<file path="src/rtl/fifo_pkg.sv">
// fifo_pkg - shared definitions for the fifo_ctr block.
//   FIFO_DATA_W_DEF / FIFO_ADDR_W_DEF : default word width and pointer width
//   fifo_op_t / OP_*                  : effective operation code {do_rd, do_wr}
//   clog2()                           : ceiling log2 for elaboration-time sizing
package fifo_pkg;

  localparam int FIFO_DATA_W_DEF = 8;
  localparam int FIFO_ADDR_W_DEF = 4;

  typedef logic [1:0] fifo_op_t;

  localparam fifo_op_t OP_NOP  = 2'b00;
  localparam fifo_op_t OP_WR   = 2'b01;
  localparam fifo_op_t OP_RD   = 2'b10;
  localparam fifo_op_t OP_RDWR = 2'b11;

  function automatic int clog2(input int n);
    int r;
    r = 0;
    while ((1 << r) < n) r++;
    return r;
  endfunction

endpackage

</file>
<file path="src/rtl/fifo_ctr_if.sv">
// fifo_ctr_if - producer/consumer bus of the fifo_ctr block.
//   clr, wr, wr_data, rd      : requests toward the FIFO
//   rd_data                   : show-ahead head word
//   full, empty, almost_full,
//   almost_empty, count       : registered status
//   overflow, underflow       : sticky error flags, only with FIFO_ERR_FLAGS_EN
// Modports: master = user side, slave = FIFO side.
interface fifo_ctr_if
  import fifo_pkg::*;
#(
  parameter int DATA_W = FIFO_DATA_W_DEF,
  parameter int ADDR_W = FIFO_ADDR_W_DEF
) ();

  logic              clr;
  logic              wr;
  logic [DATA_W-1:0] wr_data;
  logic              rd;
  logic [DATA_W-1:0] rd_data;
  logic              full;
  logic              empty;
  logic              almost_full;
  logic              almost_empty;
  logic [ADDR_W:0]   count;
`ifdef FIFO_ERR_FLAGS_EN
  logic              overflow;
  logic              underflow;

  modport master (
    output clr, wr, wr_data, rd,
    input  rd_data, full, empty, almost_full, almost_empty, count,
    input  overflow, underflow
  );

  modport slave (
    input  clr, wr, wr_data, rd,
    output rd_data, full, empty, almost_full, almost_empty, count,
    output overflow, underflow
  );
`else
  modport master (
    output clr, wr, wr_data, rd,
    input  rd_data, full, empty, almost_full, almost_empty, count
  );

  modport slave (
    input  clr, wr, wr_data, rd,
    output rd_data, full, empty, almost_full, almost_empty, count
  );
`endif

endinterface

</file>
<file path="src/rtl/fifo_mem.sv">
// fifo_mem - simple dual-port register file backing the FIFO.
//   clk   : write clock
//   we    : write enable, wdata stored at waddr on the rising edge
//   raddr : asynchronous read address, rdata follows it combinationally
// Contents are never reset.
module fifo_mem
  import fifo_pkg::*;
#(
  parameter int DATA_W = FIFO_DATA_W_DEF,
  parameter int ADDR_W = FIFO_ADDR_W_DEF
) (
  input  logic              clk,
  input  logic              we,
  input  logic [ADDR_W-1:0] waddr,
  input  logic [DATA_W-1:0] wdata,
  input  logic [ADDR_W-1:0] raddr,
  output logic [DATA_W-1:0] rdata
);

  logic [DATA_W-1:0] mem [2**ADDR_W];

  always_ff @(posedge clk) begin
    if (we) mem[waddr] <= wdata;
  end

  assign rdata = mem[raddr];

endmodule

</file>
<file path="src/rtl/fifo_ctr.sv">
// fifo_ctr - synchronous show-ahead FIFO with occupancy count, programmable
// almost-full/almost-empty thresholds and a synchronous flush.
//   clk : clock, everything on the rising edge
//   rst : synchronous active-high reset
//   bus : fifo_ctr_if.slave (clr, wr/wr_data, rd/rd_data, status flags, count)
// Optional macro FIFO_ERR_FLAGS_EN adds sticky overflow/underflow flags on bus.
module fifo_ctr
  import fifo_pkg::*;
#(
  parameter int DATA_W    = FIFO_DATA_W_DEF,
  parameter int ADDR_W    = FIFO_ADDR_W_DEF,
  parameter int AF_THRESH = 2**ADDR_W - 2,
  parameter int AE_THRESH = 2
) (
  input logic       clk,
  input logic       rst,
  fifo_ctr_if.slave bus
);

  localparam int DEPTH = 1 << ADDR_W;
  localparam int CNT_W = clog2(DEPTH + 1);

  localparam logic [CNT_W-1:0]  DEPTH_C = CNT_W'(DEPTH);
  localparam logic [CNT_W-1:0]  AF_C    = CNT_W'(AF_THRESH);
  localparam logic [CNT_W-1:0]  AE_C    = CNT_W'(AE_THRESH);
  localparam logic [CNT_W-1:0]  CNT_ONE = CNT_W'(1);
  localparam logic [ADDR_W-1:0] PTR_ONE = ADDR_W'(1);

  if (AE_THRESH < 0 || AE_THRESH >= AF_THRESH || AF_THRESH > DEPTH) begin : g_bad_thresh
    $error("fifo_ctr: thresholds must satisfy 0 <= AE_THRESH < AF_THRESH <= DEPTH");
  end

  logic [ADDR_W-1:0] rd_ptr;
  logic [ADDR_W-1:0] wr_ptr;
  logic [CNT_W-1:0]  count_q;
  logic [CNT_W-1:0]  count_next;
  logic [CNT_W-1:0]  cnt_src;
  logic              full_q;
  logic              empty_q;
  logic              af_q;
  logic              ae_q;
  logic              flush;
  logic              do_wr;
  logic              do_rd;
  fifo_op_t          op;
  logic [DATA_W-1:0] rd_data_w;

  assign flush = rst | bus.clr;

  // A write to a full FIFO is legal when the same cycle pops the head.
  assign do_wr = bus.wr & (~full_q | bus.rd);
  assign do_rd = bus.rd & ~empty_q;
  assign op    = {do_rd, do_wr};

  always_comb begin
    count_next = count_q;
    case (op)
      OP_WR:   count_next = count_q + CNT_ONE;
      OP_RD:   count_next = count_q - CNT_ONE;
      OP_NOP,
      OP_RDWR: count_next = count_q;
      default: count_next = count_q;
    endcase
    // Flags after rst/clr are derived from an empty FIFO, so the flush
    // and reset values come out of the same comparators.
    cnt_src = flush ? '0 : count_next;
  end

  always_ff @(posedge clk) begin
    if (flush) begin
      rd_ptr  <= '0;
      wr_ptr  <= '0;
      count_q <= '0;
    end else begin
      if (do_wr) wr_ptr <= wr_ptr + PTR_ONE;
      if (do_rd) rd_ptr <= rd_ptr + PTR_ONE;
      count_q <= count_next;
    end
    full_q  <= (cnt_src == DEPTH_C);
    empty_q <= (cnt_src == '0);
    af_q    <= (cnt_src >= AF_C);
    ae_q    <= (cnt_src <= AE_C);
  end

  // The write is blocked during a flush so clr leaves memory untouched.
  fifo_mem #(
    .DATA_W (DATA_W),
    .ADDR_W (ADDR_W)
  ) u_mem (
    .clk   (clk),
    .we    (do_wr & ~flush),
    .waddr (wr_ptr),
    .wdata (bus.wr_data),
    .raddr (rd_ptr),
    .rdata (rd_data_w)
  );

  assign bus.rd_data      = rd_data_w;
  assign bus.count        = count_q;
  assign bus.full         = full_q;
  assign bus.empty        = empty_q;
  assign bus.almost_full  = af_q;
  assign bus.almost_empty = ae_q;

`ifdef FIFO_ERR_FLAGS_EN
  logic ovf_q;
  logic udf_q;

  always_ff @(posedge clk) begin
    if (flush) begin
      ovf_q <= 1'b0;
      udf_q <= 1'b0;
    end else begin
      if (bus.wr & full_q & ~bus.rd) ovf_q <= 1'b1;
      if (bus.rd & empty_q)          udf_q <= 1'b1;
    end
  end

  assign bus.overflow  = ovf_q;
  assign bus.underflow = udf_q;
`endif

endmodule

</file>
<file path="src/flat_wrapper.sv">
// flat-port wrapper written by rule: the top's interface ports become plain ports
module fifo_ctr_flat import fifo_pkg::*;
#(
  parameter int DATA_W    = FIFO_DATA_W_DEF,
  parameter int ADDR_W    = FIFO_ADDR_W_DEF,
  parameter int AF_THRESH = 2**ADDR_W - 2,
  parameter int AE_THRESH = 2
)
  (clk, rst, bus_clr, bus_wr, bus_wr_data, bus_rd, bus_rd_data, bus_full, bus_empty, bus_almost_full, bus_almost_empty, bus_count);
  fifo_ctr_if #(.DATA_W(DATA_W), .ADDR_W(ADDR_W)) bus_i ();
  input logic clk;
  input logic rst;
  input wire logic [$bits(bus_i.clr)-1:0] bus_clr;
  input wire logic [$bits(bus_i.wr)-1:0] bus_wr;
  input wire logic [$bits(bus_i.wr_data)-1:0] bus_wr_data;
  input wire logic [$bits(bus_i.rd)-1:0] bus_rd;
  output wire logic [$bits(bus_i.rd_data)-1:0] bus_rd_data;
  output wire logic [$bits(bus_i.full)-1:0] bus_full;
  output wire logic [$bits(bus_i.empty)-1:0] bus_empty;
  output wire logic [$bits(bus_i.almost_full)-1:0] bus_almost_full;
  output wire logic [$bits(bus_i.almost_empty)-1:0] bus_almost_empty;
  output wire logic [$bits(bus_i.count)-1:0] bus_count;
  assign bus_i.clr = bus_clr;
  assign bus_i.wr = bus_wr;
  assign bus_i.wr_data = bus_wr_data;
  assign bus_i.rd = bus_rd;
  assign bus_rd_data = bus_i.rd_data;
  assign bus_full = bus_i.full;
  assign bus_empty = bus_i.empty;
  assign bus_almost_full = bus_i.almost_full;
  assign bus_almost_empty = bus_i.almost_empty;
  assign bus_count = bus_i.count;
  fifo_ctr #(.DATA_W(DATA_W), .ADDR_W(ADDR_W), .AF_THRESH(AF_THRESH), .AE_THRESH(AE_THRESH)) u_core (.clk(clk), .rst(rst), .bus(bus_i));
endmodule
</file>
<file path="config.mk">
export PLATFORM = sky130hd
export DESIGN_NAME = fifo_ctr_flat
export DESIGN_NICKNAME = d
export VERILOG_FILES = /design/src/rtl/fifo_pkg.sv /design/src/rtl/fifo_ctr_if.sv /design/src/rtl/fifo_mem.sv /design/src/rtl/fifo_ctr.sv /design/src/flat_wrapper.sv
export SDC_FILE = /design/constraint.sdc
export NUM_CORES = 1
export LEC_CHECK = 0
export BUFFER_PORTS_ARGS = -buffer_cell sky130_fd_sc_hd__buf_2
export CAP_MARGIN = 20
export CORE_MARGIN = 2
export CORE_UTILIZATION = 30
export DETAILED_ROUTE_END_ITERATION = 10
export GPL_ROUTABILITY_DRIVEN = 0
export PLACE_DENSITY = 0.47
export SLEW_MARGIN = 10
export SYNTH_ARGS = -nofsm -noshare
export SYNTH_HDL_FRONTEND = slang
export SYNTH_SLANG_ARGS = --single-unit
</file>
<file path="constraint.sdc">
create_clock -name clk -period 2.2 [get_ports clk]
set_input_delay 0.33 -clock clk [delete_from_list [all_inputs] [get_ports clk]]
set_output_delay 0.33 -clock clk [all_outputs]
set_load 0.02 [all_outputs]
</file>
After elaboration in Yosys (flattened, before gate mapping)

Memory sizes are Yosys's and may differ from the RTL's. A register that Yosys moved wholly into a read port is not among the register bits.
Cells that the tools add are included.

Register bits after elaboration: 17
Memory bits (writable): 128
Bits of input ports: 13
Output and inout bits: 17
Logic and storage cells: 35
Memories: 1

Add/subtract/negate cells: 4
Order comparisons: 2
Eq/ne operators: 4
Muxes and demuxes: 6
Bitwise gates (word level): 8
Reduce and logical (&&, ||, !) cells: 3

Memory list:

| memory           | depth | bits a word | read ports | clocked after Yosys merged registers in | write ports | line           | text |
|---|---|---|---|---|---|---|---|
| u_core.u_mem.mem | 16    | 8           | 1          | 1                                       | 1           | fifo_mem.sv:20 | `logic [DATA_W-1:0] mem [2**ADDR_W];` |

Operator list:

| cell                | number |
|---|---|
| $pmux 5 s3          | 1 |
| $add 4x1->4 const B | 2 |
| $mux 4              | 2 |
| $add 5x1->5 const B | 1 |
| $eq 5x5->1 const B  | 1 |
| $ge 5x4->1 const B  | 1 |
| $le 5x2->1 const B  | 1 |
| $logic_not 5->1     | 1 |
| $mux 5              | 1 |
| $sub 5x1->5 const B | 1 |
| $eq 2x2->1 const B  | 2 |
| $and 1x1->1         | 3 |
| $not 1->1           | 3 |
| $eq 2x1->1 const B  | 1 |
| $logic_not 2->1     | 1 |
| $mux 1              | 2 |
| $or 1x1->1          | 2 |
| $reduce_or 2->1     | 1 |

Longest topological paths before layout

Gate-level depths: netlist of run 1.

Depth after elaboration: 8
Depth in mapped cells: 11

Modules after synthesis

A second synthesis of run 1 with hierarchy kept.

Cell total of the unflattened synthesis: 315
Area total of the unflattened synthesis: 5903.2 µm²

Modules (own cells, without submodules):

| module   | instances | cells an instance | area each (µm²) |
|---|---|---|---|
| fifo_mem | 1         | 221               | 4987.3 |
| fifo_ctr | 1         | 94                | 915.9 |

Worst setup path before layout of run 1

OpenSTA, ideal clock, no wires.

Kind: register to register
Start: reg u_core.full_q, in the netlist u_core.bus.full
End: reg u_core.ae_q, in the netlist u_core.bus.almost_empty
Library setup time: 0.112 ns
Arrival time: 2.343 ns
Required time: 2.088 ns
Slack: -0.255 ns
Stages on the path, launching flop included: 11
Cells stage by stage: dfxtp_1 -> a21boi_2 -> inv_2 -> ha_1 -> xor2_1 -> ha_1 -> nor3b_1 -> o32ai_2 -> xnor2_1 -> nor2_1 -> a2111oi_1

Longest elaborated chain between the ends: 8

RTL lines:

| element                                              | line           | text |
|---|---|---|
| from (decl)                                          | fifo_ctr.sv:38 | `logic full_q;` |
| from (signal assigned)                               | fifo_ctr.sv:79 | `full_q <= (cnt_src == DEPTH_C);` |
| $not 1->1 *                                          | fifo_ctr.sv:51 | `assign do_wr = bus.wr & (~full_q \| bus.rd);` |
| $or 1x1->1 *                                         | fifo_ctr.sv:51 |  |
| $and 1x1->1 *                                        | fifo_ctr.sv:51 |  |
| $eq 2x2->1 / $logic_not 2->1 (equally long branches) | fifo_ctr.sv:57 | `case (op)` |
| $reduce_or 2->1                                      | fifo_ctr.sv:57 |  |
| $pmux 5 s3 *                                         | fifo_ctr.sv:57 |  |
| $mux 5 *                                             | fifo_ctr.sv:66 | `cnt_src = flush ? '0 : count_next;` |
| net u_core.cnt_src[4]                                | fifo_ctr.sv:37 | `logic [CNT_W-1:0] cnt_src;` |
| $le 5x2->1 *                                         | fifo_ctr.sv:82 | `ae_q <= (cnt_src <= AE_C);` |
| to (signal assigned)                                 | fifo_ctr.sv:82 |  |
| to (decl)                                            | fifo_ctr.sv:41 | `logic ae_q;` |

The timed path passes the listed nets; every way through them passes the cells marked *.
A chain may end at the register's enable or synchronous reset.

==> impl_metrics.csv, run 1 <==
group,metric,value,unit
worst_setup_path,critPathKind,"flop to output port",
timing,slew_headroom,68.3,%
route,drc,0,
power,p_int,0.00482,W
yosys,synth_ff_type,"edfxtp_1",
clocking,cts_num_sinks,149,
yosys,synth-compound-area-share,1.85,%
power,cellLeakagePower,2.39,nW
global_routing,grt_usage,12.8,%
route,routed-via-count,2873,
worst_setup_path,cp.arrival,2210,ps
timing,report.final.hold_viol_count,0,
worst_setup_path,crit_family,"multiplexers",
power,finalPower,0.00600,W
worst_setup_path,r2r_cells,10,
floorplan,ios,30,
clocking,tritoncts,"built",
worst_setup_path,crit_chain,"buf_12, mux4_2, mux4_2, buf_6",
worst_hold_path,hold_depth,4,
clocking,clockBufferDepth,2,
cells_and_area,diodes,0,
timing,worst_slack,-344,ps
yosys,syn_nets,318,
floorplan,die_x,145,µm
run_status,status,"finished, violations left",
timing,finalSetupViolCount,8,
cells_and_area,syn_to_final_growth,22.7,%
power,p_comb_share,3.7,%
worst_setup_path,r2r_slack,80,ps
yosys,synth-edff-count,128,
floorplan,core,19500,µm²
yosys,syn_avg_cell_area,20.0,µm²
global_routing,grt_antenna_before_repair,0,
cells_and_area,drive_gt1_share,37.4,%
power,p_sw_share,19.7,%
route,dr.pass1.iters,4,
yosys,yosysWarnings,0,
timing,finalCriticalPeriod,2540,ps
clocking,clkTransAtPathRegs,60,ps
worst_setup_path,crit_required,1870,ps
yosys,synth.area.mux_share,16.5,%
yosys,async_flop_share,0,%
power,p_clk_share,44.8,%
timing,timing.final.max_slew_violations,0,
global_routing,grt_max_degree,33,
yosys,synth_area,5940,µm²
yosys,yosysMostFrequentCell,"edfxtp_1",
worst_hold_path,worstHoldStart,"bus_clr",
clocking,cts_root_buf,"clkbuf_16",
route,drt_wl_total,12300,µm
floorplan,dieArea,21000,µm²
yosys,synth_top_area_share,64.7,%
yosys,synth-seq-cells,149,
place,io_buffers,29,
timing,holdWs,271,ps
global_routing,grt_pass1_vias,3077,
global_routing,grtUsageMet3,3.46,%
power,seqPwrFrac,51.5,%
floorplan,initial_core_util,30.5,%
clocking,worstSkewPairLatency,420,ps
power,powerDensity,823,nW/µm²
timing,finClkSkew,7.79,ps
yosys,synth_top_area_cell,"edfxtp_1",
power,vdd_ir_drop_max,0.474,mV
floorplan,die_h,145,µm
cells_and_area,post-route-util,37.5,%
worst_setup_path,max_stage_delay,540,ps
worst_setup_path,start_kind,"flop",
yosys,synth_top_family_by_area,"multiplexers",
timing,fmax,393,MHz
timing,min_period_over_period,116,%
worst_setup_path,rr_endpoint,"u_core.bus.almost_empty$_DFF_P_",
run_status,violations,"negative setup slack",
worst_hold_path,hp-class,"primary input to flop",
global_routing,grt-busiest-layer,"met2",
route,ant_nets,0,
yosys,yosys-top-cells-area,"edfxtp_1 (65%), mux4_2 (13%), dfxtp_1 (7.1%), mux4_1 (3.1%), ha_1 (1.7%)",
yosys,synth-simple-area-share,4.82,%
worst_setup_path,worst_r2r_startpoint,"u_core.bus.full$_DFF_P_",
yosys,synthXorXnorAreaFrac,1.47,%
route,wire_per_inst,19.2,µm
yosys,ys_seq_area_share,71.7,%
worst_setup_path,path_common_cell,"mux4_2",
place,placed_cell_area,6720,µm²
yosys,synthTopCellsByCount,"edfxtp_1 (128), mux4_2 (33), dfxtp_1 (21), nor2_1 (18), and2_1 (15)",
floorplan,num_rows,51,
route,drt-initial-drc-count,165,
timing,worst_pin_slew,474,ps
worst_setup_path,cp-end-kind,"output port",
power,switchingPower,0.00118,W
global_routing,grt_pass1_wl,18800,µm
worst_setup_path,cp_max_fo,9,
cells_and_area,nets,386,
place,dpl.hpwl,8370,µm
cells_and_area,design_area,7290,µm²
global_routing,met2_usage,20.6,%
yosys,synth.distinct_cells,41,
worst_hold_path,holdPathEnd,"u_core.bus.count[0]$_DFF_P_",
route,viasPerCell,4.48,
worst_setup_path,crit_buf_inv,2,
global_routing,grt_overflow,0,
yosys,synth_fa_ha_area_share,1.68,%
clocking,numCtsBuffers,17,
worst_setup_path,critical_path.slowest_cell,"mux4_2",
yosys,syn_inst,297,
run,maxCapViolations,0,
timing,rsz0062_at_grt,"yes",
clocking,htreeDepth,4,
global_routing,use_met1,16.8,%
==> cell usage in the layout, fill, tap and decap left out, types with 3 or more instances in the layout <==
cell,instances
xnor2_1,6
and2_1,15
edfxtp_1,128
xor2_1,4
buf_4,20
a21oi_1,4
buf_6,5
mux4_2,37
nor2_1,17
dfxtp_1,19
clkbuf_16,17
nand2_1,8
buf_2,25
buf_12,10
mux4_1,3
ha_1,6
clkinv_2,6
inv_1,4
==> power by group through the flow <==
stage                     Clock [W]  Combinational [W]  Sequential [W]
final                       0.00269           0.000221         0.00309
after global routing        0.00289           0.000244         0.00309
after CTS                   0.00276           0.000224         0.00309
after detailed placement          0           0.000220         0.00315
after global placement            0           0.000215         0.00315
after floorplan                   0           0.000114         0.00316
==> area by class of cell <==
cell class,instances,area [µm²]
clock inverter,12,114
sequential,149,4270
inverter,6,22.5
timing repair buffer,60,532
tap,265,332
fill,1799,12200
multi-input combinational,131,1590
clock buffer,19,433
==> cells by family after synthesis <==
logic type | count (synthesis)
compound gates | 14
flops | 149
fa+ha+maj | 8
xor+xnor | 10
mux | 44
simple gates | 55
buf+inv | 17
==> per-stage QoR <==
| stage | instances | worst slack (ps) | setup TNS [ps] |
|---|---|---|---|
| detailed placement | 611 | -98.2 | -221 |
| floorplan | 297 | 40.4 | 0 |
| CTS | 642 | -384 | -2850 |
| global placement | 611 | -75.3 | -145 |
| global route | 642 | -423 | -3200 |
| finish | 642 | -344 | -2530 |
==> sequential cells by signal, indices dropped and copies added, names as in the netlist, named ones only <==
register and cells:
u_core.bus.count 5, u_core.wr_ptr 4, u_core.bus.almost_full 1, u_core.u_mem.mem 128, u_core.bus.full 1, u_core.bus.empty 1, u_core.bus.almost_empty 1, u_core.rd_ptr 4
==> worst max path at each step <==
stage	startpoint	to	slack (ps)	cells past startpoint
final	flop	bus_rd_data[1]	-340	4
after floorplan	bus_rd	u_core.bus.almost_empty$_DFF_P_	40	11
after global routing	flop	bus_rd_data[3]	-420	4
after global placement	bus_rd	u_core.bus.full$_DFF_P_	-80	11
after detailed placement	bus_rd	u_core.bus.almost_empty$_DFF_P_	-100	12
after CTS	flop	bus_rd_data[2]	-380	4
==> routing by layer <==
layer / vias up / wire (µm)
li1: 1328 / -
met1: 1478 / 5720
met2: 56 / 6040
met3: 11 / 424
met4: 0 / 129
met5: - / 0
==> worst reg2reg max path, delay by kind of cell (launching register included) <==
kind	cells	cell delay, ps
AO/OA/AOI/OAI	3	600
AND/OR/NAND/NOR	1	100
buffers and inverters	1	70
adder cells (fa/ha/maj)	2	360
flip-flops	1	330
multiplexers	1	230
XOR/XNOR	2	310
==> what timing repair did <==
item | 4_1_cts | 5_1_grt
hold buffers | 0 | 0
pin swaps | 0 | 0
buffers inserted | 0 | 0
resized for setup | 11 | 5
endpoints found under the setup margin | 8 | 10
No activity file was read; power rests on OpenSTA's default activity.
==> inputs of run 2 (changes only) <==
TNS_END_PERCENT = 20   (was default)
==> run 2 against run 1 <==
Against the previous run: the flow still finishes with violations (negative setup slack); final cell count unchanged; fmax is essentially flat; hold slack worse by 3.9 ps; non-clock buffer count unchanged; setup slack about the same; die area unchanged; clock skew up 0.92 ps; first-iteration DRC count shrank 0.61%; global-route usage did not move; critical path depth unchanged; largest cell class unchanged; largest power group unchanged.
==> impl_metrics.csv, run 2 (same netlist as run 1, synthesis figures left out) <==
group,metric,value,unit
run_status,status,"finished, violations left",
run_status,violations,"negative setup slack",
worst_setup_path,cp_max_fo,9,
route,drt-initial-drc-count,164,
timing,finalCriticalPeriod,2540,ps
timing,fmax,393,MHz
global_routing,grt_pass1_wl,18800,µm
worst_setup_path,crit_chain,"buf_12, mux4_2, mux4_2, buf_6",
cells_and_area,diodes,0,
power,finalPower,0.00600,W
worst_setup_path,crit_required,1870,ps
floorplan,core,19500,µm²
cells_and_area,seq_area,4270,µm²
timing,finClkSkew,8.71,ps
worst_setup_path,start_kind,"flop",
power,vdd_ir_drop_max,0.474,mV
worst_setup_path,critical_path.slowest_cell,"mux4_2",
place,placed_cell_area,6720,µm²
power,cellLeakagePower,2.39,nW
timing,finalSetupViolCount,8,
cells_and_area,layout_common_cells,"edfxtp_1 (128), mux4_2 (37), buf_2 (25), buf_4 (20), dfxtp_1 (19)",
cells_and_area,multiInputGateArea,1590,µm²
global_routing,grt_usage,12.8,%
clocking,clkTransAtPathRegs,60,ps
worst_hold_path,hp-class,"primary input to flop",
worst_setup_path,cp.arrival,2210,ps
route,wire_per_inst,19.3,µm
place,dpl.hpwl,8370,µm
global_routing,grt_antenna_before_repair,0,
timing,report.final.hold_viol_count,0,
floorplan,initial_core_util,30.5,%
clocking,post_cts_buffers,0,
place,io_buffers,29,
route,ant_nets,0,
clocking,cts_num_sinks,149,
floorplan,ios,30,
worst_setup_path,cp-end-kind,"output port",
timing,worst_slack,-344,ps
timing,rsz0062_at_grt,"yes",
route,dr.pass1.iters,4,
floorplan,dieArea,21000,µm²
floorplan,die_h,145,µm
power,powerDensity,823,nW/µm²
floorplan,num_rows,51,
cells_and_area,nets,386,
run,maxCapViolations,0,
global_routing,grt_pass1_vias,3076,
cells_and_area,final_common_cell,"edfxtp_1",
cells_and_area,design_area,7290,µm²
timing,holdWs,267,ps
timing,timing.final.max_slew_violations,0,
route,drc,0,
timing,min_period_over_period,116,%
route,routed-via-count,2873,
global_routing,grt_max_degree,33,
cells_and_area,fill_cells,1799,
cells_and_area,syn_to_final_growth,22.7,%
cells_and_area,regMostFlops,"u_core.u_mem.mem",
worst_setup_path,max_stage_delay,540,ps
clocking,tritoncts,"built",
worst_setup_path,critPathKind,"flop to output port",
floorplan,die_x,145,µm
clocking,numCtsBuffers,17,
timing,slew_headroom,68.1,%
cells_and_area,largest_reg_flops,128,
clocking,worstSkewPairLatency,420,ps
route,viasPerCell,4.48,
cells_and_area,post-route-util,37.5,%
worst_setup_path,worst_r2r_startpoint,"u_core.bus.full$_DFF_P_",
global_routing,grt_overflow,0,
clocking,cts_root_buf,"clkbuf_16",
worst_hold_path,worstHoldStart,"bus_clr",
timing,worst_pin_slew,477,ps
worst_setup_path,path_common_cell,"mux4_2",
clocking,clockBufferDepth,2,
cells_and_area,drive_gt1_share,37.4,%
clocking,htreeDepth,4,
route,drt_wl_total,12400,µm
run 2: what timing repair did:
item                                    4_1_cts  5_1_grt
gates resized for setup                      11        5
endpoints found under the setup margin        8       10
cloned                                        0        0
hold buffers                                  0        0
run 2: final cells by class:
class	instances	area share, %
clock buffer	19	5.94
tap	265	4.55
multi-input combinational	131	21.8
timing repair buffer	60	7.29
inverter	6	0.309
clock inverter	12	1.56
sequential	149	58.5
run 2: path summary, 6_finish.rpt:
| kind | end | cells past startpoint | slack, ps |
|---|---|---|---|
| max | bus_rd_data[1] | 4 | -340 |
| min | u_core.bus.count[0]$_DFF_P_ | 4 | 270 |
| max reg2reg | u_core.bus.almost_empty$_DFF_P_ | 10 | 80 |
| min reg2reg | u_core.wr_ptr[1]$_SDFFE_PP0N_ | 2 | 520 |
run 2: worst max-delay path, delay by kind of cell, from the launching register on:
kind / cells / cell delay [ps]
flops: 1 / 390
buf+inv: 2 / 320
mux: 2 / 1080
run 2: power breakdown:
part	internal (W)	leakage, nW	switching (W)
logic	0.0000976	0.800	0.000123
registers	0.00308	1.32	0.0000130
clock network	0.00164	0.271	0.00105
run 2: per-stage QoR:
step                      instances  worst slack (ps)  TNS (ps)
final                           642              -344     -2540
after global routing            642              -423     -3200
after CTS                       642              -384     -2850
after detailed placement        611             -98.2      -221
after global placement          611             -75.3      -145
after floorplan                 297              40.4         0
run 2: routing by layer:
layer / up-vias / routed length, µm / GRT usage, %
met3: 11 / 349 / 3.46
met4: 0 / 136 / 4.29
met2: 50 / 6070 / 20.6
met1: 1484 / 5800 / 16.8
met5: - / 0 / 0
li1: 1328 / - / -
==> inputs of run 3 (changes only) <==
SKIP_LAST_GASP = 1   (was default)
==> run 3 against run 2 <==
Against the previous run: the flow still finishes with violations (negative setup slack); clock-buffer cell count stayed put; total power fell by 0.12%; global-route usage unchanged; clock power about the same; die area did not move; critical endpoint is now bus_rd_data[0].
==> impl_metrics.csv, run 3 (same netlist as run 1, synthesis figures left out) <==
group,metric,value,unit
run_status,status,"finished, violations left",
run_status,violations,"negative setup slack",
timing,finClkSkew,8.69,ps
cells_and_area,diodes,0,
route,wl_met2,6100,µm
route,routed-via-count,2882,
worst_setup_path,critical_path.slowest_cell,"mux4_1",
timing,worst_slack,-371,ps
timing,timing.final.max_slew_violations,0,
timing,min_period_over_period,117,%
cells_and_area,final_common_cell,"edfxtp_1",
route,viasPerCell,4.48,
global_routing,grt_antenna_before_repair,0,
route,drt_wl_total,12500,µm
floorplan,die_x,145,µm
worst_hold_path,worstHoldStart,"bus_clr",
worst_setup_path,worst_r2r_startpoint,"u_core.bus.full$_DFF_P_",
route,dr.pass1.iters,4,
timing,fmax,389,MHz
worst_hold_path,hp-class,"primary input to flop",
route,drc,0,
worst_setup_path,critPathKind,"flop to output port",
run,maxCapViolations,0,
timing,worst_pin_slew,474,ps
timing,finalSetupViolCount,8,
clocking,cts_num_sinks,149,
route,dr.max_layer_used,"met4",
timing,slew_headroom,68.4,%
timing,finalSetupTns,-2760,ps
worst_setup_path,rr_endpoint,"u_core.bus.almost_empty$_DFF_P_",
worst_setup_path,max_stage_delay,580,ps
worst_setup_path,r2r_cells,10,
cells_and_area,largest_reg_flops,128,
worst_setup_path,crit_required,1870,ps
route,met3_length,399,µm
floorplan,ios,30,
cells_and_area,drive_gt1_share,36.8,%
cells_and_area,post-route-util,37.5,%
worst_setup_path,crit_chain,"buf_6, mux4_1, mux4_2, buf_2",
cells_and_area,design_area,7300,µm²
floorplan,dieArea,21000,µm²
cells_and_area,fill_cells,1798,
floorplan,core,19500,µm²
global_routing,grt_overflow,0,
clocking,htreeDepth,4,
floorplan,die_h,145,µm
route,met1_length,5820,µm
timing,finalCriticalPeriod,2570,ps
clocking,numCtsBuffers,17,
timing,rsz0062_at_grt,"yes",
route,wire_per_inst,19.4,µm
floorplan,initial_core_util,30.5,%
global_routing,grt_pass1_vias,3073,
place,io_buffers,29,
clocking,worstSkewPairLatency,420,ps
worst_setup_path,cp_max_fo,7,
place,dpl.hpwl,8370,µm
timing,report.final.hold_viol_count,0,
clocking,clkTransAtPathRegs,60,ps
cells_and_area,layout_common_cells,"edfxtp_1 (128), mux4_2 (36), buf_2 (28), dfxtp_1 (19), buf_4 (19)",
route,ant_nets,0,
power,powerDensity,822,nW/µm²
clocking,cts_root_buf,"clkbuf_16",
power,cellLeakagePower,2.40,nW
cells_and_area,syn_to_final_growth,22.8,%
clocking,clockBufferDepth,2,
cells_and_area,nets,387,
route,drt-initial-drc-count,172,
worst_setup_path,r2r_slack,80,ps
global_routing,grt_max_degree,33,
global_routing,grt_usage,12.8,%
worst_setup_path,cp-end-kind,"output port",
place,placed_cell_area,6720,µm²
clocking,post_cts_buffers,0,
worst_setup_path,crit_end,"bus_rd_data[0]",
global_routing,grt_pass1_wl,18800,µm
power,vdd_ir_drop_max,0.473,mV
worst_setup_path,cp.arrival,2240,ps
floorplan,num_rows,51,
clocking,tritoncts,"built",
worst_setup_path,start_kind,"flop",
cells_and_area,regMostFlops,"u_core.u_mem.mem",
run 3: cell count changes in the layout (fill, tap and decap cells not counted), sizes merged:
| cell | delta |
|---|---|
| clkbuf | +1 |
run 3: where the power goes:
part           switching [W]  internal (W)  leakage, nW
Sequential         0.0000134       0.00308         1.32
Clock                0.00105       0.00164        0.271
Combinational       0.000123     0.0000974        0.804
run 3: metal layers:
metal | vias up | global-route usage [%]
met2 | 54 | 20.6
met1 | 1486 | 16.8
li1 | 1331 | -
met4 | 0 | 4.29
met3 | 11 | 3.49
met5 | - | 0
run 3: worst min-delay path by stage:
stage                                        to  slack (ps)  cells past startpoint
2_1_floorplan  u_core.u_mem.mem[0][0]$_DFFE_PP_         430                      0
3_5_place_dp      u_core.wr_ptr[1]$_SDFFE_PP0N_         510                      2
5_1_grt             u_core.bus.count[0]$_DFF_P_         300                      4
4_1_cts             u_core.bus.count[0]$_DFF_P_         260                      4
6_report            u_core.bus.count[0]$_DFF_P_         270                      4
3_3_place_gp      u_core.wr_ptr[1]$_SDFFE_PP0N_         500                      2
run 3: timing repair:
action,4_1_cts,5_1_grt
hold buffers,0,0
pin swaps,0,0
gates cloned,0,1
gates resized for setup,5,3
setup endpoints to repair,8,10
run 3: stage by stage:
step                      setup WS (ps)  hold WS [ps]  instances  total power [W]
after detailed placement          -98.2           510        611          0.00337
after global placement            -75.3           500        611          0.00336
final                              -371           269        643          0.00600
after global routing               -433           295        643          0.00622
after floorplan                    40.4           429        297          0.00327
after CTS                          -399           262        642          0.00607
run 3: area by class of cell:
class                   instances  area, µm²  share of cell area, %
multi-input cells             131       1580                   21.7
repair buffers                 61        542                   7.43
clock inverters                12        114                   1.56
flip-flops and latches        149       4270                   58.5
well taps                     265        332                   4.54
inverters                       6       22.5                  0.309
clock buffers                  19        433                   5.93
run 3: critical path: cells and delay by family (launching register included):
| family | cells | cell delay [ps] |
|---|---|---|
| mux | 2 | 1060 |
| buf+inv | 2 | 350 |
| flops | 1 | 420 |
